<file path="config.mk">
export PLATFORM = sky130hd
export DESIGN_NAME = bcd_timer_ctrl_flat
export DESIGN_NICKNAME = d
export VERILOG_FILES = /design/src/rtl/timer_pkg.sv /design/src/rtl/bcd_timer_ctrl_if.sv /design/src/rtl/bcd_digit.sv /design/src/rtl/bcd_timer_ctrl.sv /design/src/flat_wrapper.sv
export SDC_FILE = /design/constraint.sdc
export NUM_CORES = 1
export LEC_CHECK = 0
export CORE_ASPECT_RATIO = 1.25
export CORE_MARGIN = 2
export CORE_UTILIZATION = 57
export CTS_CLUSTER_SIZE = 20
export DETAILED_ROUTE_END_ITERATION = 6
export PLACE_DENSITY = 0.81
export SYNTH_ARGS = -nofsm -noshare
export SYNTH_HDL_FRONTEND = slang
export SYNTH_SLANG_ARGS = --single-unit
</file>
<file path="constraint.sdc">
create_clock -name clk -period 3.5 [get_ports clk]
set_input_delay 1.05 -clock clk [delete_from_list [all_inputs] [get_ports clk]]
set_output_delay 1.05 -clock clk [all_outputs]
set_load 0.005 [all_outputs]
</file>
<file path="src/rtl/timer_pkg.sv">
// timer_pkg: shared state encoding, BCD digit type and decade helpers for the BCD timer
package timer_pkg;
    typedef enum logic [1:0] {IDLE = 2'd0, RUN = 2'd1, PAUSED = 2'd2, DONE = 2'd3} state_t;
    typedef logic [3:0] bcd_t;
    localparam bcd_t BCD_MAX = 4'd9;
    localparam bcd_t BCD_MIN = 4'd0;
    // One decade step in the given direction, wrapping at the limit
    function automatic bcd_t bcd_step(input bcd_t q, input logic up);
        return up ? ((q >= BCD_MAX) ? BCD_MIN : q + 4'd1) : ((q == BCD_MIN) ? BCD_MAX : q - 4'd1);
    endfunction
    function automatic bcd_t bcd_clamp(input bcd_t q);
        return (q > BCD_MAX) ? BCD_MAX : q;
    endfunction
endpackage

</file>
<file path="src/rtl/bcd_timer_ctrl_if.sv">
// bcd_timer_ctrl_if: panel-side command/status bundle of the BCD timer.
// master drives up/load/load_val/start/pause/clear and observes value/state/running/done;
// slave is the timer side.
interface bcd_timer_ctrl_if #(parameter int DIGITS = 4);
    logic up, load, start, pause, clear, running, done;
    logic [4*DIGITS-1:0] load_val, value;
    logic [1:0] state;
    modport master(output up, load, load_val, start, pause, clear, input value, state, running, done);
    modport slave(input up, load, load_val, start, pause, clear, output value, state, running, done);
endinterface

</file>
<file path="src/rtl/bcd_digit.sv">
// bcd_digit: one decade of the counter chain.
// clk/reset clock and async reset; en steps q in direction up; ld loads d (wins over en);
// q is the registered digit; lim is high when q sits at the wrap point for direction up.
module bcd_digit
    import timer_pkg::*;
(
    input  logic clk,
    input  logic reset,
    input  logic en,
    input  logic up,
    input  logic ld,
    input  bcd_t d,
    output bcd_t q,
    output logic lim
);
    assign lim = (q == (up ? BCD_MAX : BCD_MIN));
    always_ff @(posedge clk or posedge reset)
        if (reset) q <= BCD_MIN;
        else if (ld) q <= d;
        else if (en) q <= bcd_step(q, up);
endmodule

</file>
<file path="src/rtl/bcd_timer_ctrl.sv">
// bcd_timer_ctrl: start/pause/clear sequencer for a cascaded BCD up/down timer.
// clk, reset (async, active high); bus.slave carries up, load, load_val, start, pause, clear
// in, and value (BCD), state, running and the one-cycle done pulse out, all registered.
module bcd_timer_ctrl
    import timer_pkg::*;
#(
    parameter int DIGITS = 4,
    parameter int TICK_DIV = 4
) (
    input logic clk,
    input logic reset,
    bcd_timer_ctrl_if.slave bus
);
    localparam int W = 4 * DIGITS;
    localparam int PW = (TICK_DIV > 1) ? $clog2(TICK_DIV) : 1;
    localparam logic [PW-1:0] PLAST = PW'(TICK_DIV - 1);
    state_t state, state_nxt;
    logic [PW-1:0] psc;
    logic [W-1:0] preset, preset_c, nxt, d_val, value;
    logic [DIGITS-1:0] lim, carry;
    logic dir, done_q, do_load, do_start, do_pause, idle_like, begin_run, tick, term, ld;
    // Commands are resolved by raw priority: a higher command masks lower ones even if it is ignored
    always_comb begin
        do_load = !bus.clear && bus.load;
        do_start = !bus.clear && !bus.load && bus.start;
        do_pause = !bus.clear && !bus.load && !bus.start && bus.pause;
        idle_like = (state == IDLE) || (state == DONE);
        begin_run = do_start && idle_like;
        tick = (state == RUN) && !bus.clear && !do_pause && (psc == PLAST);
        ld = bus.clear || begin_run;
        d_val = (!bus.clear && !bus.up) ? preset : '0;
        term = tick && (nxt == (dir ? preset : W'(0)));
    end
    // Ripple enable: digit i steps when all lower digits are at their limit.
    // nxt is the value the chain will hold after this edge, used for the same-edge terminal compare.
    for (genvar i = 0; i < DIGITS; i++) begin : g_digit
        if (i == 0) begin : g_lsd
            assign carry[i] = tick;
        end else begin : g_upper
            assign carry[i] = carry[i-1] && lim[i-1];
        end
        bcd_digit u_digit (
            .clk(clk), .reset(reset), .en(carry[i]), .up(dir), .ld(ld),
            .d(d_val[4*i +: 4]), .q(value[4*i +: 4]), .lim(lim[i])
        );
        assign nxt[4*i +: 4] = !carry[i] ? value[4*i +: 4] :
                               lim[i] ? (dir ? BCD_MIN : BCD_MAX) :
                               dir ? value[4*i +: 4] + 4'd1 : value[4*i +: 4] - 4'd1;
        assign preset_c[4*i +: 4] = bcd_clamp(bus.load_val[4*i +: 4]);
    end
    always_comb begin
        state_nxt = state;
        if (bus.clear) state_nxt = IDLE;
        else if (begin_run) state_nxt = (preset == '0) ? DONE : RUN;
        else if (do_start && state == PAUSED) state_nxt = RUN;
        else if (do_pause && state == RUN) state_nxt = PAUSED;
        else if (term) state_nxt = DONE;
    end
    always_ff @(posedge clk or posedge reset)
        if (reset) state <= IDLE;
        else state <= state_nxt;
    always_ff @(posedge clk or posedge reset) begin
        if (reset) begin
            psc <= '0;
            preset <= '0;
            dir <= 1'b1;
            done_q <= 1'b0;
        end else begin
            done_q <= (begin_run && preset == '0) || term;
            if (do_load && idle_like) preset <= preset_c;
            if (begin_run) dir <= bus.up;
            if (ld) psc <= '0;
            else if (state == RUN && !do_pause) psc <= tick ? '0 : psc + 1'b1;
        end
    end
    assign bus.value = value;
    assign bus.state = state;
    assign bus.running = (state == RUN);
    assign bus.done = done_q;
endmodule

</file>
<file path="src/flat_wrapper.sv">
// flat-port wrapper written by rule: the top's interface ports become plain ports
module bcd_timer_ctrl_flat import timer_pkg::*;
#(
    parameter int DIGITS = 4,
    parameter int TICK_DIV = 4
)
  (clk, reset, bus_up, bus_load, bus_load_val, bus_start, bus_pause, bus_clear, bus_value, bus_state, bus_running, bus_done);
  bcd_timer_ctrl_if #(.DIGITS(DIGITS)) bus_i ();
  input logic clk;
  input logic reset;
  input wire logic [$bits(bus_i.up)-1:0] bus_up;
  input wire logic [$bits(bus_i.load)-1:0] bus_load;
  input wire logic [$bits(bus_i.load_val)-1:0] bus_load_val;
  input wire logic [$bits(bus_i.start)-1:0] bus_start;
  input wire logic [$bits(bus_i.pause)-1:0] bus_pause;
  input wire logic [$bits(bus_i.clear)-1:0] bus_clear;
  output wire logic [$bits(bus_i.value)-1:0] bus_value;
  output wire logic [$bits(bus_i.state)-1:0] bus_state;
  output wire logic [$bits(bus_i.running)-1:0] bus_running;
  output wire logic [$bits(bus_i.done)-1:0] bus_done;
  assign bus_i.up = bus_up;
  assign bus_i.load = bus_load;
  assign bus_i.load_val = bus_load_val;
  assign bus_i.start = bus_start;
  assign bus_i.pause = bus_pause;
  assign bus_i.clear = bus_clear;
  assign bus_value = bus_i.value;
  assign bus_state = bus_i.state;
  assign bus_running = bus_i.running;
  assign bus_done = bus_i.done;
  bcd_timer_ctrl #(.DIGITS(DIGITS), .TICK_DIV(TICK_DIV)) u_core (.clk(clk), .reset(reset), .bus(bus_i));
endmodule
</file>
==> impl_metrics.yaml, run 1 <==
synth:
  synth-edff-count: 0
  synth_area_per_cell_sq_um: 7.54
  synth_warnings: 0
  synthesis.area_sq_um: 3610
  synth_ff_type: "dfrtp_1"
  async_reset_ff_share_pct: 100
  syn_nets: 517
  ys_types: 68
  syn_inst: 479
  ys_ff_latch: 38
  yosysSeqAreaShare_pct: 26.4
clock_network:
  cts_buffers: 5
  clock_path_buffers: 2
  cts_tree: "yes"
  cts.sinks: 38
  clock_latency_ns: 0.30
  clk_pin_slew_ns: 0.09
  post_cts_buffers: 0
  cts.root.buffer_cell: "clkbuf_8"
  cts_max_level: 2
sta:
  hold_viol_final: 0
  slew_violations: 0
  worst_pin_slew_ns: 0.510
  max_freq_mhz: 297
  skew_ns: 0.0103
  relSlewSlack_pct: 66.0
  timing.hold.ws_ns: 0.564
  finalWorstPathRequiredPeriod_ns: 3.37
  setup_total_negative_slack_ns: 0
  setup_violations: 0
  rsz0062_at_grt: "false"
  period_share_pct: 96.3
critical_path:
  end_kind: "flip-flop"
  cp_top_family: "simple AND/OR/NAND/NOR gates"
  path_cells: "clkdlybuf4s50_1 > nor3b_4 > or2_4 > or4_1 > and3b_1 > o32ai_2 > o2111ai_2 > a2111oi_4 > o31a_1"
  worstPathMaxFanout: 6
  cp_slowest_cell: "clkdlybuf4s50_1"
  crit_required_ns: 3.74
  cp-start-kind: "input port"
  cp.arrival_ns: 3.61
  critPathBufInv: 1
  worstSetupPathType: "in -> reg"
  crit_path_max_incr_delay_ns: 0.52
power_and_ir_drop:
  peakVddDrop_mv: 0.278
  leakage_nw: 1.74
  total_power_mw: 1.74
  power_density_nw_per_um2: 408
floorplanning:
  die_area_sq_um: 6990
  rows: 32
  pin_count: 43
  core_sq_um: 6170
  die_w_um: 75.2
  die_h_um: 93.0
  initial_core_util_pct: 58.5
place:
  place_hpwl_um: 7130
  gp_congestion: 0.924
  portBuffers: 42
  placed_area_sq_um: 4150
finish:
  seq_area_sq_um: 952
  layout_commonest_cell: "nand2_1"
  stdcell_area_sq_um: 4270
  mostFrequentLayoutCells: "nand2_1 (59), nor2_1 (54), clkdlybuf4s50_1 (41), dfrtp_1 (37), o21ai_0 (35)"
  multi_input_area_sq_um: 2450
  diodes: 0
  fillers: 575
  area_growth_pct: 18.2
  final_nets: 556
  final_layout_size_suffix_gt1_share_pct: 9.83
global_route:
  antenna_found_initial: 0
  grt_pass1_vias: 3442
  gr-usage-all-layers_pct: 29.1
  grt-ovfl-total: 0
  grt_max_degree: 39
  grt_pass1_wl_um: 16100
worst_hold_path:
  hold_class: "reg -> reg"
outcome:
  run_status: "finished clean"
routing:
  wire_per_inst_um: 16.2
  drtIter0Drc: 361
  via_count: 3788
  drtPass1Iterations: 5
  drt_wl_total_um: 9790
  drc_errors: 0
  via_per_inst: 6.27
  postRouteAntennaNets: 0
run:
  cap_viol_max_count: 0
## worst paths after layout
kind,start,end,slack [ns],cells past startpoint
setup / recovery,bus_load,u_core.bus.state[0],0.13,9
hold / removal,u_core.psc[0],u_core.psc[0],0.56,2
setup reg to reg,u_core.dir,u_core.bus.state[0],0.42,8
hold reg to reg,u_core.psc[0],u_core.psc[0],0.56,2
max in group asynchronous,reset,u_core.dir,1.96,3
min in group asynchronous,reset,u_core.preset[12],1.17,3
## state kept, by name (all words and copies together), names as in the netlist
register,cells
u_core.dir,1
u_core.bus.state,2
u_core.preset,16
u_core.psc,2
u_core.bus.done,1
u_core.g_digit.u_digit.q,16
## area by class of cell
| class | instances | share of cell area, % |
|---|---|---|
| tap | 85 | 2.49 |
| clock buffer | 6 | 1.70 |
| timing repair buffer | 66 | 14.1 |
| clock inverter | 2 | 0.352 |
| multi-input combinational | 388 | 57.3 |
| sequential | 38 | 22.3 |
| inverter | 19 | 1.67 |
## Yosys cell counts (3+ instances only)
cell type	count	area, sq um
or3_1	3	18.8
nand4_1	5	31.3
nor2_1	54	203
clkbuf_1	21	78.8
o221ai_1	4	35.0
a31oi_1	12	75.1
inv_1	18	67.6
or2_2	3	18.8
o21bai_1	3	22.5
nor4_1	7	43.8
a221oi_1	4	35.0
xor2_1	4	35.0
nand3_1	12	60.1
a211o_1	3	26.3
o22ai_1	9	56.3
mux2i_1	6	60.1
buf_6	3	33.8
a22oi_1	6	45.0
nor3b_1	5	37.5
xnor2_1	13	114
nand2_1	59	221
o211ai_1	5	37.5
a21oi_1	34	170
mux2_2	6	67.6
o31a_1	4	35.0
ha_1	15	188
nor2b_1	5	31.3
a211oi_1	3	22.5
nand2b_1	14	87.6
o21a_1	7	52.6
buf_2	7	35.0
nor3_1	8	40.0
dfrtp_1	37	926
o21ai_0	35	175
## kinds of logic after synthesis
logic type / Yosys count / synth area share (%)
and+or+nand+nor: 187 / 25.1
AOI/OAI and AO/OA: 156 / 28.9
buffers and inverters: 53 / 6.48
DFF: 38 / 26.4
xor gates and xnor gates: 17 / 4.12
adders and majority gates: 15 / 5.20
muxes: 13 / 3.85
## through the flow
step | cells | setup slack, ns | utilization, %
CTS | 604 | 0.138 | 68.8
detailed placement | 596 | -0.190 | 67.4
floorplan | 479 | 0.363 | -
global route | 604 | 0.0143 | 69.2
global placement | 596 | -0.108 | 67.4
finish | 604 | 0.129 | 69.2
## where the power goes
| part | total (mW) | internal [mW] | switching (mW) |
|---|---|---|---|
| clock network | 0.316 | 0.141 | 0.175 |
| registers | 0.681 | 0.508 | 0.173 |
| logic | 0.744 | 0.348 | 0.396 |
## tightest hold or removal path, stage by stage (launching register included)
cell and delay [ns]:
dfrtp_1 0.37, a21oi_1 0.07, nor2_1 0.08
## what timing repair did
| action | in CTS | in global routing |
|---|---|---|
| hold buffers | 0 | 0 |
| setup endpoints to repair | 0 | 3 |
| gates resized for setup | 0 | 5 |
## per-layer routing
| metal | up-vias | track usage (%) | part of all wire [%] |
|---|---|---|---|
| li1 | 1818 | - | - |
| met1 | 1797 | 40.3 | 42 |
| met2 | 149 | 45.7 | 49 |
| met3 | 24 | 3.99 | 6.5 |
| met4 | 0 | 11.0 | 2.6 |
| met5 | - | 0 | 0 |
Note: power is estimated with default switching activity, not from simulation.
==> run 2, diff against run 1 <==
--- a/config.mk
+++ b/config.mk
@@ -11,6 +11,7 @@
 export CTS_CLUSTER_SIZE = 20
 export DETAILED_ROUTE_END_ITERATION = 6
 export PLACE_DENSITY = 0.81
+export SETUP_SLACK_MARGIN = 0.3
 export SYNTH_ARGS = -nofsm -noshare
 export SYNTH_HDL_FRONTEND = slang
 export SYNTH_SLANG_ARGS = --single-unit
==> run 2 against run 1 <==
Against the previous run:
- fmax increased by 10%
- total power increased by 0.87%
- clock skew decreased by 0.0018 ns
- sequential power increased by 0.6%
- routed wire length increased by 1.1%
- first-iteration DRC count increased by 11%
- critical path depth unchanged
- hold slack got worse by 0.0039 ns
- non-clock buffer count increased by 3
- design area increased by 1.6%
- largest cell class unchanged
==> impl_metrics.yaml, run 2 (synthesis gave the netlist of run 1 again) <==
sta:
  period_share_pct: 87.2
  setup_total_negative_slack_ns: 0
  setup_violations: 0
  worst_pin_slew_ns: 0.545
  skew_ns: 0.00851
  hold_viol_final: 0
  rsz0062_at_grt: "false"
  max_freq_mhz: 328
  relSlewSlack_pct: 63.7
  slew_violations: 0
  finalWorstPathRequiredPeriod_ns: 3.05
power_and_ir_drop:
  peakVddDrop_mv: 0.279
  power_density_nw_per_um2: 405
  total_power_mw: 1.76
  leakage_nw: 1.76
floorplanning:
  core_sq_um: 6170
  pin_count: 43
  initial_core_util_pct: 58.5
  rows: 32
  die_h_um: 93.0
  die_w_um: 75.2
  die_area_sq_um: 6990
clock_network:
  clk_pin_slew_ns: 0.09
  clock_path_buffers: 2
  clock_latency_ns: 0.30
  cts_max_level: 2
  hold_buffers: 0
  cts_buffers: 5
  cts.sinks: 38
  cts.root.buffer_cell: "clkbuf_8"
  cts_tree: "yes"
global_route:
  antenna_found_initial: 0
  grt_pass1_wl_um: 16200
  grt_max_degree: 39
  gr-usage-all-layers_pct: 29.4
  grt_pass1_vias: 3441
  grt-ovfl-total: 0
run:
  cap_viol_max_count: 0
critical_path:
  end_kind: "flip-flop"
  worstPathMaxFanout: 5
  startpoint: "bus_pause"
  worstSetupPathType: "in -> reg"
  cp.depth: 9
  timing.rr.end: "u_core.bus.state[0]"
  cp_top_family: "simple AND/OR/NAND/NOR gates"
  cp.arrival_ns: 3.30
  crit_path_max_incr_delay_ns: 0.42
  r2r_start: "u_core.dir"
  crit_end: "u_core.bus.state[0]"
  cp_slowest_cell: "or4_4"
  crit_required_ns: 3.74
  r2r_slack_ns: 0.57
  path_cells: "dlygate4sd2_1 > nor3b_4 > or2_4 > or4_4 > and3b_1 > o32ai_2 > o2111ai_2 > a2111oi_4 > o31a_1"
  cp-start-kind: "input port"
  reg2regPathDepth: 8
  critPathBufInv: 1
worst_hold_path:
  hold_class: "reg -> reg"
  worstHoldStart: "u_core.psc[1]"
  min_path_cells: 2
finish:
  reg.largest.list: "u_core.g_digit.u_digit.q (16), u_core.preset (16)"
  finalNonFillerCells: 607
  diodes: 0
  final_util_pct: 70.3
  final_layout_size_suffix_gt1_share_pct: 11.7
  layout_commonest_cell: "nand2_1"
  final_nets: 559
  mostFrequentLayoutCells: "nand2_1 (59), nor2_1 (53), clkdlybuf4s50_1 (38), dfrtp_1 (37), o21ai_0 (35)"
  area_growth_pct: 20.1
  stdcell_area_sq_um: 4330
outcome:
  run_status: "finished clean"
place:
  place_hpwl_um: 7130
  placed_cells_incl_taps: 596
  portBuffers: 42
  gp_congestion: 0.924
  placed_area_sq_um: 4150
routing:
  wire_per_inst_um: 16.3
  via_per_inst: 6.25
  drc_errors: 0
  via_count: 3796
  drt_wl_total_um: 9900
  drtIter0Drc: 402
  drtPass1Iterations: 5
  postRouteAntennaNets: 0
## run 2: tightest hold or removal path, cell delays in order, from the launching register on
cell	delay (ns)
dfrtp_1	0.36
mux2i_1	0.07
nor2_1	0.09
## run 2: timing repair
item	4_1_cts	5_1_grt
resized for setup	17	2
pin swaps	14	7
setup endpoints to repair	3	3
buffers inserted	3	0
## run 2: per-stage QoR
step                worst slack, ns  hold slack (ns)
floorplan                     0.363            0.493
global placement             -0.108            0.511
detailed placement           -0.190            0.545
CTS                           0.400            0.566
global route                  0.315            0.609
finish                        0.447            0.560
## run 2: report_power, final
group | internal (mW) | switching (mW) | total, mW
clock network | 0.141 | 0.176 | 0.316
registers | 0.511 | 0.174 | 0.685
logic | 0.351 | 0.403 | 0.754
## run 2: layout make-up
| type | instances | area, sq um |
|---|---|---|
| tap | 85 | 106 |
| clock buffer | 6 | 72.6 |
| fill | 563 | 1830 |
| multi-input combinational | 388 | 2490 |
| clock inverter | 2 | 15.0 |
| timing repair buffer | 69 | 622 |
| sequential | 38 | 956 |
| inverter | 19 | 71.3 |
## run 2: worst min path at each step
stage          slack, ns            end
6_report            0.56  u_core.psc[1]
5_1_grt             0.61  u_core.psc[0]
4_1_cts             0.57  u_core.psc[0]
3_5_place_dp        0.55  u_core.psc[0]
3_3_place_gp        0.51  u_core.psc[1]
2_1_floorplan       0.49  u_core.psc[1]
## run 2: layer usage
layer,GRT usage (%),part of all wire (%)
met5,0,0
met4,10.1,2.7
met1,41.0,42
met3,3.88,7.0
met2,46.6,48
